[config.mk]
export PLATFORM = sky130hd
export DESIGN_NAME = regfile_wb_arbiter_flat
export DESIGN_NICKNAME = d
export VERILOG_FILES = /design/src/rtl/regfile_wb_arbiter_if.sv /design/src/rtl/regfile_wb_arbiter.sv /design/src/flat_wrapper.sv
export SDC_FILE = /design/constraint.sdc
export NUM_CORES = 1
export LEC_CHECK = 0
export ABC_AREA = 1
export ABC_CLOCK_PERIOD_IN_PS = 2300
export CORE_MARGIN = 2
export CORE_UTILIZATION = 38
export DETAILED_ROUTE_END_ITERATION = 12
export RECOVER_POWER = 25
export SYNTH_ARGS = -nofsm -noshare
export SYNTH_HDL_FRONTEND = slang
export SYNTH_SLANG_ARGS = --single-unit
[constraint.sdc]
create_clock -name clk -period 2.3 [get_ports clk]
set_input_delay 0.46 -clock clk [delete_from_list [all_inputs] [get_ports clk]]
set_output_delay 0.46 -clock clk [all_outputs]
set_load 0.1 [all_outputs]
[src/rtl/regfile_wb_arbiter_if.sv]
// rtl/regfile_wb_arbiter_if.sv - bus bundle for the register file write-back arbiter
// Purpose: groups the three requester handshakes, flush and the register file
//          write port so the arbiter and its users share one typed connection.
// Signals:
//   flush                                  discard all queued requests
//   alu_/mem_/lnk_ valid, ready, addr, data requester handshakes (addr 3b, data 16b)
//   RegWr, addr3, wb_data                  registered register file write port
//   busy[7:0]                              per-register pending-write flags
//   idle                                   nothing queued and no write in progress
// Modports: master = requesters/register file side, slave = arbiter side.
interface regfile_wb_arbiter_if;
  logic        flush;

  logic        alu_valid;
  logic        alu_ready;
  logic [2:0]  alu_addr;
  logic [15:0] alu_data;

  logic        mem_valid;
  logic        mem_ready;
  logic [2:0]  mem_addr;
  logic [15:0] mem_data;

  logic        lnk_valid;
  logic        lnk_ready;
  logic [2:0]  lnk_addr;
  logic [15:0] lnk_data;

  logic        RegWr;
  logic [2:0]  addr3;
  logic [15:0] wb_data;
  logic [7:0]  busy;
  logic        idle;

  modport master (
    output flush,
    output alu_valid, alu_addr, alu_data,
    output mem_valid, mem_addr, mem_data,
    output lnk_valid, lnk_addr, lnk_data,
    input  alu_ready, mem_ready, lnk_ready,
    input  RegWr, addr3, wb_data, busy, idle
  );

  modport slave (
    input  flush,
    input  alu_valid, alu_addr, alu_data,
    input  mem_valid, mem_addr, mem_data,
    input  lnk_valid, lnk_addr, lnk_data,
    output alu_ready, mem_ready, lnk_ready,
    output RegWr, addr3, wb_data, busy, idle
  );
endinterface

[src/rtl/regfile_wb_arbiter.sv]
// rtl/regfile_wb_arbiter.sv - round-robin write-back arbiter for the 8 x 16 register file
// Purpose: three requesters (0 = ALU, 1 = memory load, 2 = PC link) each push
//          into a DEPTH-entry FIFO; a round-robin arbiter pops one entry per
//          cycle into a registered write stage that drives the register file.
// Ports:
//   clk    rising-edge clock
//   rst_n  asynchronous active-low reset
//   bus    regfile_wb_arbiter_if.slave (requesters, flush, write port, busy, idle)
// Parameters:
//   DEPTH    entries per requester FIFO (power of 2, >= 2)
//   ZERO_RO  when 1, writes to R0 use an arbitration slot but never raise RegWr
module regfile_wb_arbiter #(
  parameter int DEPTH   = 2,
  parameter bit ZERO_RO = 1'b1
) (
  input logic                 clk,
  input logic                 rst_n,
  regfile_wb_arbiter_if.slave bus
);

  localparam int PW = $clog2(DEPTH);
  localparam int CW = PW + 1;
  localparam logic [CW-1:0] FULL_CNT = CW'(DEPTH);

  // Requester inputs gathered into indexable form (0 = alu, 1 = mem, 2 = lnk)
  logic [2:0]  in_valid;
  logic [2:0]  in_addr [3];
  logic [15:0] in_data [3];

  assign in_valid   = {bus.lnk_valid, bus.mem_valid, bus.alu_valid};
  assign in_addr[0] = bus.alu_addr;
  assign in_addr[1] = bus.mem_addr;
  assign in_addr[2] = bus.lnk_addr;
  assign in_data[0] = bus.alu_data;
  assign in_data[1] = bus.mem_data;
  assign in_data[2] = bus.lnk_data;

  // FIFO storage and bookkeeping
  logic [2:0]    fifo_addr_q [3][DEPTH];
  logic [2:0]    fifo_addr_d [3][DEPTH];
  logic [15:0]   fifo_data_q [3][DEPTH];
  logic [15:0]   fifo_data_d [3][DEPTH];
  logic [PW-1:0] wr_ptr_q [3];
  logic [PW-1:0] wr_ptr_d [3];
  logic [PW-1:0] rd_ptr_q [3];
  logic [PW-1:0] rd_ptr_d [3];
  logic [CW-1:0] count_q [3];
  logic [CW-1:0] count_d [3];

  // Arbiter pointer and write stage
  logic [1:0]  rr_q, rr_d;
  logic        regwr_q, regwr_d;
  logic [2:0]  addr3_q, addr3_d;
  logic [15:0] wb_data_q, wb_data_d;

  logic [2:0]  full;
  logic [2:0]  nonempty;
  logic [2:0]  push;
  logic [2:0]  pop;
  logic        win_valid;
  logic [1:0]  win_idx;
  logic [1:0]  scan0, scan1, scan2;
  logic [7:0]  busy_v;

  function automatic logic [1:0] inc3(input logic [1:0] i);
    return (i == 2'd2) ? 2'd0 : i + 2'd1;
  endfunction

  always_comb begin
    full     = '0;
    nonempty = '0;
    for (int r = 0; r < 3; r++) begin
      full[r]     = (count_q[r] == FULL_CNT);
      nonempty[r] = (count_q[r] != '0);
    end
  end

  // Readiness is purely a function of FIFO occupancy; a pop in the same
  // cycle does not free a slot for a push.
  assign push = in_valid & ~full & {3{~bus.flush}};

  // Round-robin scan order starting at the pointer
  assign scan0 = rr_q;
  assign scan1 = inc3(rr_q);
  assign scan2 = inc3(scan1);

  always_comb begin
    win_valid = 1'b1;
    win_idx   = scan0;
    if (nonempty[scan0]) begin
      win_idx = scan0;
    end else if (nonempty[scan1]) begin
      win_idx = scan1;
    end else if (nonempty[scan2]) begin
      win_idx = scan2;
    end else begin
      win_valid = 1'b0;
    end
  end

  assign pop = win_valid ? (3'b001 << win_idx) : 3'b000;

  // Pointer advances past the winner, holds when nothing is pending or on flush
  assign rr_d = (win_valid && !bus.flush) ? inc3(win_idx) : rr_q;

  always_comb begin
    fifo_addr_d = fifo_addr_q;
    fifo_data_d = fifo_data_q;
    wr_ptr_d    = wr_ptr_q;
    rd_ptr_d    = rd_ptr_q;
    count_d     = count_q;
    for (int r = 0; r < 3; r++) begin
      if (bus.flush) begin
        wr_ptr_d[r] = '0;
        rd_ptr_d[r] = '0;
        count_d[r]  = '0;
      end else begin
        if (push[r]) begin
          fifo_addr_d[r][wr_ptr_q[r]] = in_addr[r];
          fifo_data_d[r][wr_ptr_q[r]] = in_data[r];
          wr_ptr_d[r] = wr_ptr_q[r] + 1'b1;
        end
        if (pop[r]) begin
          rd_ptr_d[r] = rd_ptr_q[r] + 1'b1;
        end
        case ({push[r], pop[r]})
          2'b10:   count_d[r] = count_q[r] + 1'b1;
          2'b01:   count_d[r] = count_q[r] - 1'b1;
          default: count_d[r] = count_q[r];
        endcase
      end
    end
  end

  // Write stage: the winning entry is loaded even during flush so a write
  // already selected completes; R0 entries occupy the slot silently.
  always_comb begin
    regwr_d   = 1'b0;
    addr3_d   = addr3_q;
    wb_data_d = wb_data_q;
    if (win_valid) begin
      addr3_d   = fifo_addr_q[win_idx][rd_ptr_q[win_idx]];
      wb_data_d = fifo_data_q[win_idx][rd_ptr_q[win_idx]];
      regwr_d   = !(ZERO_RO && (addr3_d == 3'd0));
    end
  end

  always_ff @(posedge clk or negedge rst_n) begin
    if (!rst_n) begin
      for (int r = 0; r < 3; r++) begin
        wr_ptr_q[r] <= '0;
        rd_ptr_q[r] <= '0;
        count_q[r]  <= '0;
      end
      rr_q      <= 2'd0;
      regwr_q   <= 1'b0;
      addr3_q   <= 3'd0;
      wb_data_q <= 16'd0;
    end else begin
      wr_ptr_q  <= wr_ptr_d;
      rd_ptr_q  <= rd_ptr_d;
      count_q   <= count_d;
      rr_q      <= rr_d;
      regwr_q   <= regwr_d;
      addr3_q   <= addr3_d;
      wb_data_q <= wb_data_d;
    end
  end

  // Entry payloads need no reset: occupancy counters gate every use.
  always_ff @(posedge clk) begin
    fifo_addr_q <= fifo_addr_d;
    fifo_data_q <= fifo_data_d;
  end

  // Busy: walk only the occupied slots of each FIFO, oldest first
  always_comb begin
    busy_v = '0;
    for (int r = 0; r < 3; r++) begin
      for (int k = 0; k < DEPTH; k++) begin
        if (CW'(k) < count_q[r]) begin
          busy_v[fifo_addr_q[r][rd_ptr_q[r] + PW'(k)]] = 1'b1;
        end
      end
    end
    if (regwr_q) begin
      busy_v[addr3_q] = 1'b1;
    end
    if (ZERO_RO) begin
      busy_v[0] = 1'b0;
    end
  end

  assign bus.alu_ready = ~full[0];
  assign bus.mem_ready = ~full[1];
  assign bus.lnk_ready = ~full[2];
  assign bus.RegWr     = regwr_q;
  assign bus.addr3     = addr3_q;
  assign bus.wb_data   = wb_data_q;
  assign bus.busy      = busy_v;
  assign bus.idle      = (nonempty == 3'b000) && !regwr_q;

endmodule

[src/flat_wrapper.sv]
// flat-port wrapper written by rule: the top's interface ports become plain ports
module regfile_wb_arbiter_flat 
#(
  parameter int DEPTH   = 2,
  parameter bit ZERO_RO = 1'b1
)
  (clk, rst_n, bus_flush, bus_alu_valid, bus_alu_addr, bus_alu_data, bus_mem_valid, bus_mem_addr, bus_mem_data, bus_lnk_valid, bus_lnk_addr, bus_lnk_data, bus_alu_ready, bus_mem_ready, bus_lnk_ready, bus_RegWr, bus_addr3, bus_wb_data, bus_busy, bus_idle);
  regfile_wb_arbiter_if bus_i ();
  input logic clk;
  input logic rst_n;
  input wire logic [$bits(bus_i.flush)-1:0] bus_flush;
  input wire logic [$bits(bus_i.alu_valid)-1:0] bus_alu_valid;
  input wire logic [$bits(bus_i.alu_addr)-1:0] bus_alu_addr;
  input wire logic [$bits(bus_i.alu_data)-1:0] bus_alu_data;
  input wire logic [$bits(bus_i.mem_valid)-1:0] bus_mem_valid;
  input wire logic [$bits(bus_i.mem_addr)-1:0] bus_mem_addr;
  input wire logic [$bits(bus_i.mem_data)-1:0] bus_mem_data;
  input wire logic [$bits(bus_i.lnk_valid)-1:0] bus_lnk_valid;
  input wire logic [$bits(bus_i.lnk_addr)-1:0] bus_lnk_addr;
  input wire logic [$bits(bus_i.lnk_data)-1:0] bus_lnk_data;
  output wire logic [$bits(bus_i.alu_ready)-1:0] bus_alu_ready;
  output wire logic [$bits(bus_i.mem_ready)-1:0] bus_mem_ready;
  output wire logic [$bits(bus_i.lnk_ready)-1:0] bus_lnk_ready;
  output wire logic [$bits(bus_i.RegWr)-1:0] bus_RegWr;
  output wire logic [$bits(bus_i.addr3)-1:0] bus_addr3;
  output wire logic [$bits(bus_i.wb_data)-1:0] bus_wb_data;
  output wire logic [$bits(bus_i.busy)-1:0] bus_busy;
  output wire logic [$bits(bus_i.idle)-1:0] bus_idle;
  assign bus_i.flush = bus_flush;
  assign bus_i.alu_valid = bus_alu_valid;
  assign bus_i.alu_addr = bus_alu_addr;
  assign bus_i.alu_data = bus_alu_data;
  assign bus_i.mem_valid = bus_mem_valid;
  assign bus_i.mem_addr = bus_mem_addr;
  assign bus_i.mem_data = bus_mem_data;
  assign bus_i.lnk_valid = bus_lnk_valid;
  assign bus_i.lnk_addr = bus_lnk_addr;
  assign bus_i.lnk_data = bus_lnk_data;
  assign bus_alu_ready = bus_i.alu_ready;
  assign bus_mem_ready = bus_i.mem_ready;
  assign bus_lnk_ready = bus_i.lnk_ready;
  assign bus_RegWr = bus_i.RegWr;
  assign bus_addr3 = bus_i.addr3;
  assign bus_wb_data = bus_i.wb_data;
  assign bus_busy = bus_i.busy;
  assign bus_idle = bus_i.idle;
  regfile_wb_arbiter #(.DEPTH(DEPTH), .ZERO_RO(ZERO_RO)) u_core (.clk(clk), .rst_n(rst_n), .bus(bus_i));
endmodule
# --- After elaboration in Yosys (flattened, before gate mapping) ---
# Index checks and enable logic that the tools add are counted.
word_totals:
  input_bits: 63
  word_cells: 253
  reg_bits: 148
  out_inout_bits: 32
classes:
  mux: 107
  n_lt_le_gt_ge: 37
  shift: 1
  eq_ne: 12
  reduce_logical: 32
  add_sub_neg: 15
  bitwise_logic: 24
op_table:
  columns: ["operator", "n"]
  rows:
  - ["$bwmux W32", 3]
  - ["$mux W16", 6]
  - ["$mux W3", 25]
  - ["$bmux W32 S2", 1]
  - ["$mux W32", 2]
  - ["$mux W8", 7]
  - ["$demux W16 S1", 3]
  - ["$or A8 B8 Y8", 6]
  - ["$lt A3 B4 Y1 const B", 7]
  - ["$mux W1", 28]
  - ["$demux W1 S3", 7]
  - ["$ge A3 B1 Y1 const B", 7]
  - ["$ge A2 B2 Y1 const B", 10]
  - ["$not A1 Y2", 10]
  - ["$bwmux W6", 3]
  - ["$eq A2 B2 Y1 const B", 9]
  - ["$mux W2", 9]
  - ["$reduce_bool A2 Y1", 9]
  - ["$add A2 B1 Y2 const B", 6]
  - ["$bmux W6 S2", 1]
  - ["$logic_and A1 B1 Y1", 12]
  - ["$lt A1 B2 Y1 const A", 6]
  - ["$mux W6", 2]
  - ["$pmux W2 S2", 3]
  - ["17 further kinds", 46]

# --- Depth between registers and ports, before layout ---
# Gate-level depths: netlist of the first run.
logic_depth:
  word_depth: 21
  mapped_depth: 19
  mapped_depth_nobuf: 19

# --- Least setup slack after synthesis of the first run ---
# Ideal clock, no wire load.
synth_path:
  kind: "register to output"
  start: "register u_core.regwr_q (netlist: u_core.bus.RegWr)"
  end: "output bus_idle"
  stages_incl_launch_ff: 2
  slack_ps: -1954
  t_arrival_ps: 3794
  path_cell_list: "dfrtp_1 nor4_1"
synth_between:
  elab_chain_cells: 2
synth_lines:
  columns: ["item", "line_no", "text"]
  rows:
  - ["start, declared", "regfile_wb_arbiter.sv:52", "logic regwr_q, regwr_d;"]
  - ["start signal, assigned", "regfile_wb_arbiter.sv:164", "regwr_q <= regwr_d;"]
  - ["$logic_not A1 Y1", "regfile_wb_arbiter.sv:201", "assign bus.idle = (nonempty == 3'b000) && !regwr_q;"]
  - ["$logic_and A1 B1 Y1", "regfile_wb_arbiter.sv:201", null]
  - ["end, declared", "flat_wrapper.sv:28", "output wire logic [$bits(bus_i.idle)-1:0] bus_idle;"]
# Every way passes these cells.

# --- Worst setup path after layout of the first run ---
layout_path:
  start: "register u_core.fifo_addr_q[9] in the netlist's numbering"
  end: "output bus_busy[7]"
layout_between:
  elab_chain_cells: 17
  elab_cells_between_ends: 26
layout_lines:
  columns: ["item", "line_no", "text"]
  rows:
  - ["start, declared", "regfile_wb_arbiter.sv:39", "logic [2:0] fifo_addr_q [3][DEPTH];"]
  - ["start signal, assigned", "regfile_wb_arbiter.sv:172", "fifo_addr_q <= fifo_addr_d;"]
  - ["$mux W3 (implied by the code) (3 in series)", "regfile_wb_arbiter.sv:182", "busy_v[fifo_addr_q[r][rd_ptr_q[r] + PW'(k)]] = 1'b1;"]
  - ["$lt A3 B4 Y1 (implied by the code) / $ge A3 B1 Y1 (equally long branches)", "regfile_wb_arbiter.sv:182", null]
  - ["$logic_and A1 B1 Y1 (implied by the code)", "regfile_wb_arbiter.sv:182", null]
  - ["$mux W1 (implied by the code)", "regfile_wb_arbiter.sv:182", null]
  - ["$demux W1 S3", null, null]
  - ["$or A8 B8 Y8 (no source line)", null, null]
  - ["$mux W8", "regfile_wb_arbiter.sv:181", "if (CW'(k) < count_q[r]) begin"]
  - ["$or A8 B8 Y8 (no source line)", null, null]
  - ["$mux W8 (*)", "regfile_wb_arbiter.sv:181", null]
  - ["$or A8 B8 Y8 (no source line)", null, null]
  - ["$mux W8 (*)", "regfile_wb_arbiter.sv:181", null]
  - ["$or A8 B8 Y8 (no source line)", null, null]
  - ["$mux W8 (*)", "regfile_wb_arbiter.sv:181", null]
  - ["$or A8 B8 Y8 (no source line)", null, null]
  - ["$mux W8 (*)", "regfile_wb_arbiter.sv:186", "if (regwr_q) begin"]
  - ["end, declared", "flat_wrapper.sv:27", "output wire logic [$bits(bus_i.busy)-1:0] bus_busy;"]
# Mark *: on every way between the ends. The rest lies on a longest branch, timed or not. The select of a mux whose other input is x is not followed.

==> flow_summary.ini, run 1 <==
[run_status]
status = finished, violations left
violations = capacitance limit, setup timing

[final_layout]
postLayoutCellArea_mm2 = 0.0106
synthToLayoutAreaGrowth_pct = 52.0
fill_cells = 1510
layout.cells.non_filler = 1148
nNetsFinal = 978
diodes = 0
drive_above_1_share_pct = 41.5

[synthesis]
yosys_warnings = 0
synth_top_area_share_pct = 48.9
ys_top_cells_by_count = 223 x nand2_1, 114 x edfxtp_1, 59 x inv_1, 56 x nor2_1, 51 x nand3_1
async_reset_ff_share_pct = 23.0
synth_nets = 776
syn_area_mm2 = 0.00700
yosysUniqueCellTypes = 40
syn_inst = 704
synth_flop_cell = edfxtp_1
synth_area_leaders = edfxtp_1 49%, dfrtp_1 12%, nand2_1 12%, nand3_1 3.6%, nand4_1 3.2%
synth_edf_count = 114
synth_seq_cells = 148
yosysSeqAreaShare_pct = 61.0
synth_top_cell_by_area = edfxtp_1
synth_most_common_cell = nand2_1
postSynthAreaPerCell_um2 = 9.95

[critical_path]
crit_arrival_ps = 2070
worstPathMaxFanout = 3
cp-start-kind = flop
crit_path_end_kind = primary output
path_delay_family = buffers and inverters
cp_slowest_cell = edfxtp_1
crit_required_ps = 1840
crit_path_cell_trace = buf_4 -> buf_4 -> nand2_2 -> o21ai_2 -> nand2_2 -> inv_2 -> a221oi_2 -> nand4_1 -> buf_12
criticalPathCategory = reg2out
cp_num_buf_inv = 4
max_stage_delay_ps = 440

[drt]
num_vias = 5958
drt_iter0_drc = 399
routed_wl_um = 21500
vias_per_cell = 5.19
post-route-drc-count = 0
wl_per_cell_um = 18.7
firstDrtPassIters = 4
final_antenna_net_count = 0

[floorplan]
die-width_um = 140
dieArea_mm2 = 0.0195
die_y_um = 140
start_util_pct = 38.9
std_cell_rows = 49
ioPinCount = 95
coreArea_mm2 = 0.0180

[placed_design]
dpl_cell_area_mm2 = 0.00892
io_buffers = 93
dp_cells = 1070
dp_hpwl_um = 14300
place.gp.congestion = 0.854

[clock_tree]
insertion_delay_ps = 420
cts_buffers = 17
cts-hold-fix-buffers = 0
cts_sinks = 148
h-tree-depth = 4
clk_path_buf_depth = 2
tritoncts = built
clkTransAtPathRegs_ps = 60
root_buffer = clkbuf_16

[sta]
setup_viol = 25
fin_crit_sh_pct = 110
fmax_mhz = 396
tightest_slew_ps = 1500
rsz0062_at_grt = true
final-max-slew-violation-count = 0
fin_crit_ps = 2530
skew_ps = 5.15
timing.slew.headroom_pct = 0.216
timing.final.ws_setup_ps = -227
finalHoldViolCount = 0

[global_routing]
antenna_found_initial = 0
grt_pass1_wl_um = 31500
grt_max_degree = 23
grt_use_total_pct = 21.2
grt_pass1_vias = 5808
overflow = 0

[worst_hold_path]
hp-class = in2async

[job]
drv_cap = 1
-- per-layer routing --
| layer | share of wire (%) | GRT usage [%] | vias to the layer above |
|---|---|---|---|
| met3 | 3.7 | 3.54 | 36 |
| met1 | 41 | 26.7 | 2937 |
| met4 | 3.0 | 6.58 | 0 |
| li1 | - | - | 2809 |
| met5 | 0 | 0 | - |
| met2 | 52 | 37.5 | 176 |
-- cell families (layout without fill, tap and decap cells) --
logic type	count (synthesis)	count (layout)	synth area share, %
simple gates	399	399	26.6
flops	148	148	61.0
buf+inv	86	301	5.49
compound gates	60	60	5.06
fa+ha+maj	9	9	1.61
other cells	1	1	0.0535
mux	1	1	0.143
-- state kept, by name, indices dropped and copies added (netlist names) --
register            cells
u_core.bus.RegWr        1
u_core.bus.addr3        3
u_core.bus.wb_data     16
u_core.count_q          6
u_core.fifo_addr_q     18
u_core.fifo_data_q     96
u_core.rd_ptr_q         3
u_core.rr_q             2
u_core.wr_ptr_q         3
-- worst paths after layout --
path                            slack, ps  cells after the start                endpoint             startpoint
worst min register to register        480                      2   u_core.bus.wb_data[8]  u_core.bus.wb_data[8]
worst max register to register        -90                     18  u_core.bus.wb_data[10]      u_core.count_q[0]
max in group asynchronous             840                      1     u_core.bus.addr3[0]                  rst_n
worst max-delay path                 -230                      9             bus_busy[7]  u_core.fifo_addr_q[9]
min in group clk                      480                      2   u_core.bus.wb_data[8]  u_core.bus.wb_data[8]
worst min-delay path                  400                      1   u_core.bus.wb_data[2]                  rst_n
-- layout by cell type, fill, tap and decap left out, types with 25 or more instances in the layout --
cell             instances
edfxtp_1               114
inv_1                   33
clkdlybuf4s50_1         38
buf_4                   94
nand4_1                 36
nand3_1                 42
dfrtp_1                 25
nand2_2                 56
nor2_1                  28
nand2_1                164
-- metrics by stage --
step	hold slack [ps]	utilization (%)	worst slack [ps]	TNS [ps]
6_report	397	59.0	-227	-2430
5_1_grt	489	59.0	-344	-5840
3_5_place_dp	471	49.5	-92.9	-163
4_1_cts	69.4	55.9	-219	-2720
3_3_place_gp	470	49.5	-77.5	-77.5
2_1_floorplan	164	-	-222	-1040
-- worst reg2reg max path, delay by kind of cell, from the launching register on --
family / cells / cell delay (ps)
and+or+nand+nor: 13 / 1230
buffers and inverters: 4 / 450
DFF: 1 / 430
adders and majority gates: 1 / 170
-- final cells by class --
cell class	instances	area, um2	share of cell area, %
Sequential cell	148	4290	40.3
Multi-Input combinational cell	470	3080	28.9
Timing Repair Buffer	204	2150	20.2
Clock buffer	17	425	4.00
Tap cell	229	287	2.69
Inverter	64	280	2.63
Clock inverter	15	124	1.16
Timing Repair inverter	1	7.51	0.0705
-- timing repair --
| item | 4_1_cts | 5_1_grt |
|---|---|---|
| setup endpoints to repair | 28 | 37 |
| cloned | 3 | 4 |
| gates resized for setup | 95 | 127 |
| setup buffers | 23 | 19 |
| pin swaps | 27 | 67 |
Power of run 1 is left out: the tool's default activity adds up to more than one toggle a clock period on the data nets, which glitch-free logic cannot reach.
==> run 2, diff against run 1 <==
--- a/config.mk
+++ b/config.mk
@@ -7,6 +7,7 @@
 export LEC_CHECK = 0
 export ABC_AREA = 1
 export ABC_CLOCK_PERIOD_IN_PS = 2300
+export CAP_MARGIN = 30
 export CORE_MARGIN = 2
 export CORE_UTILIZATION = 38
 export DETAILED_ROUTE_END_ITERATION = 12
==> results of run 2 <==
No change in the layout: final DEF, timing and power equal those of run 1.
Power of run 2 is left out for the same reason.
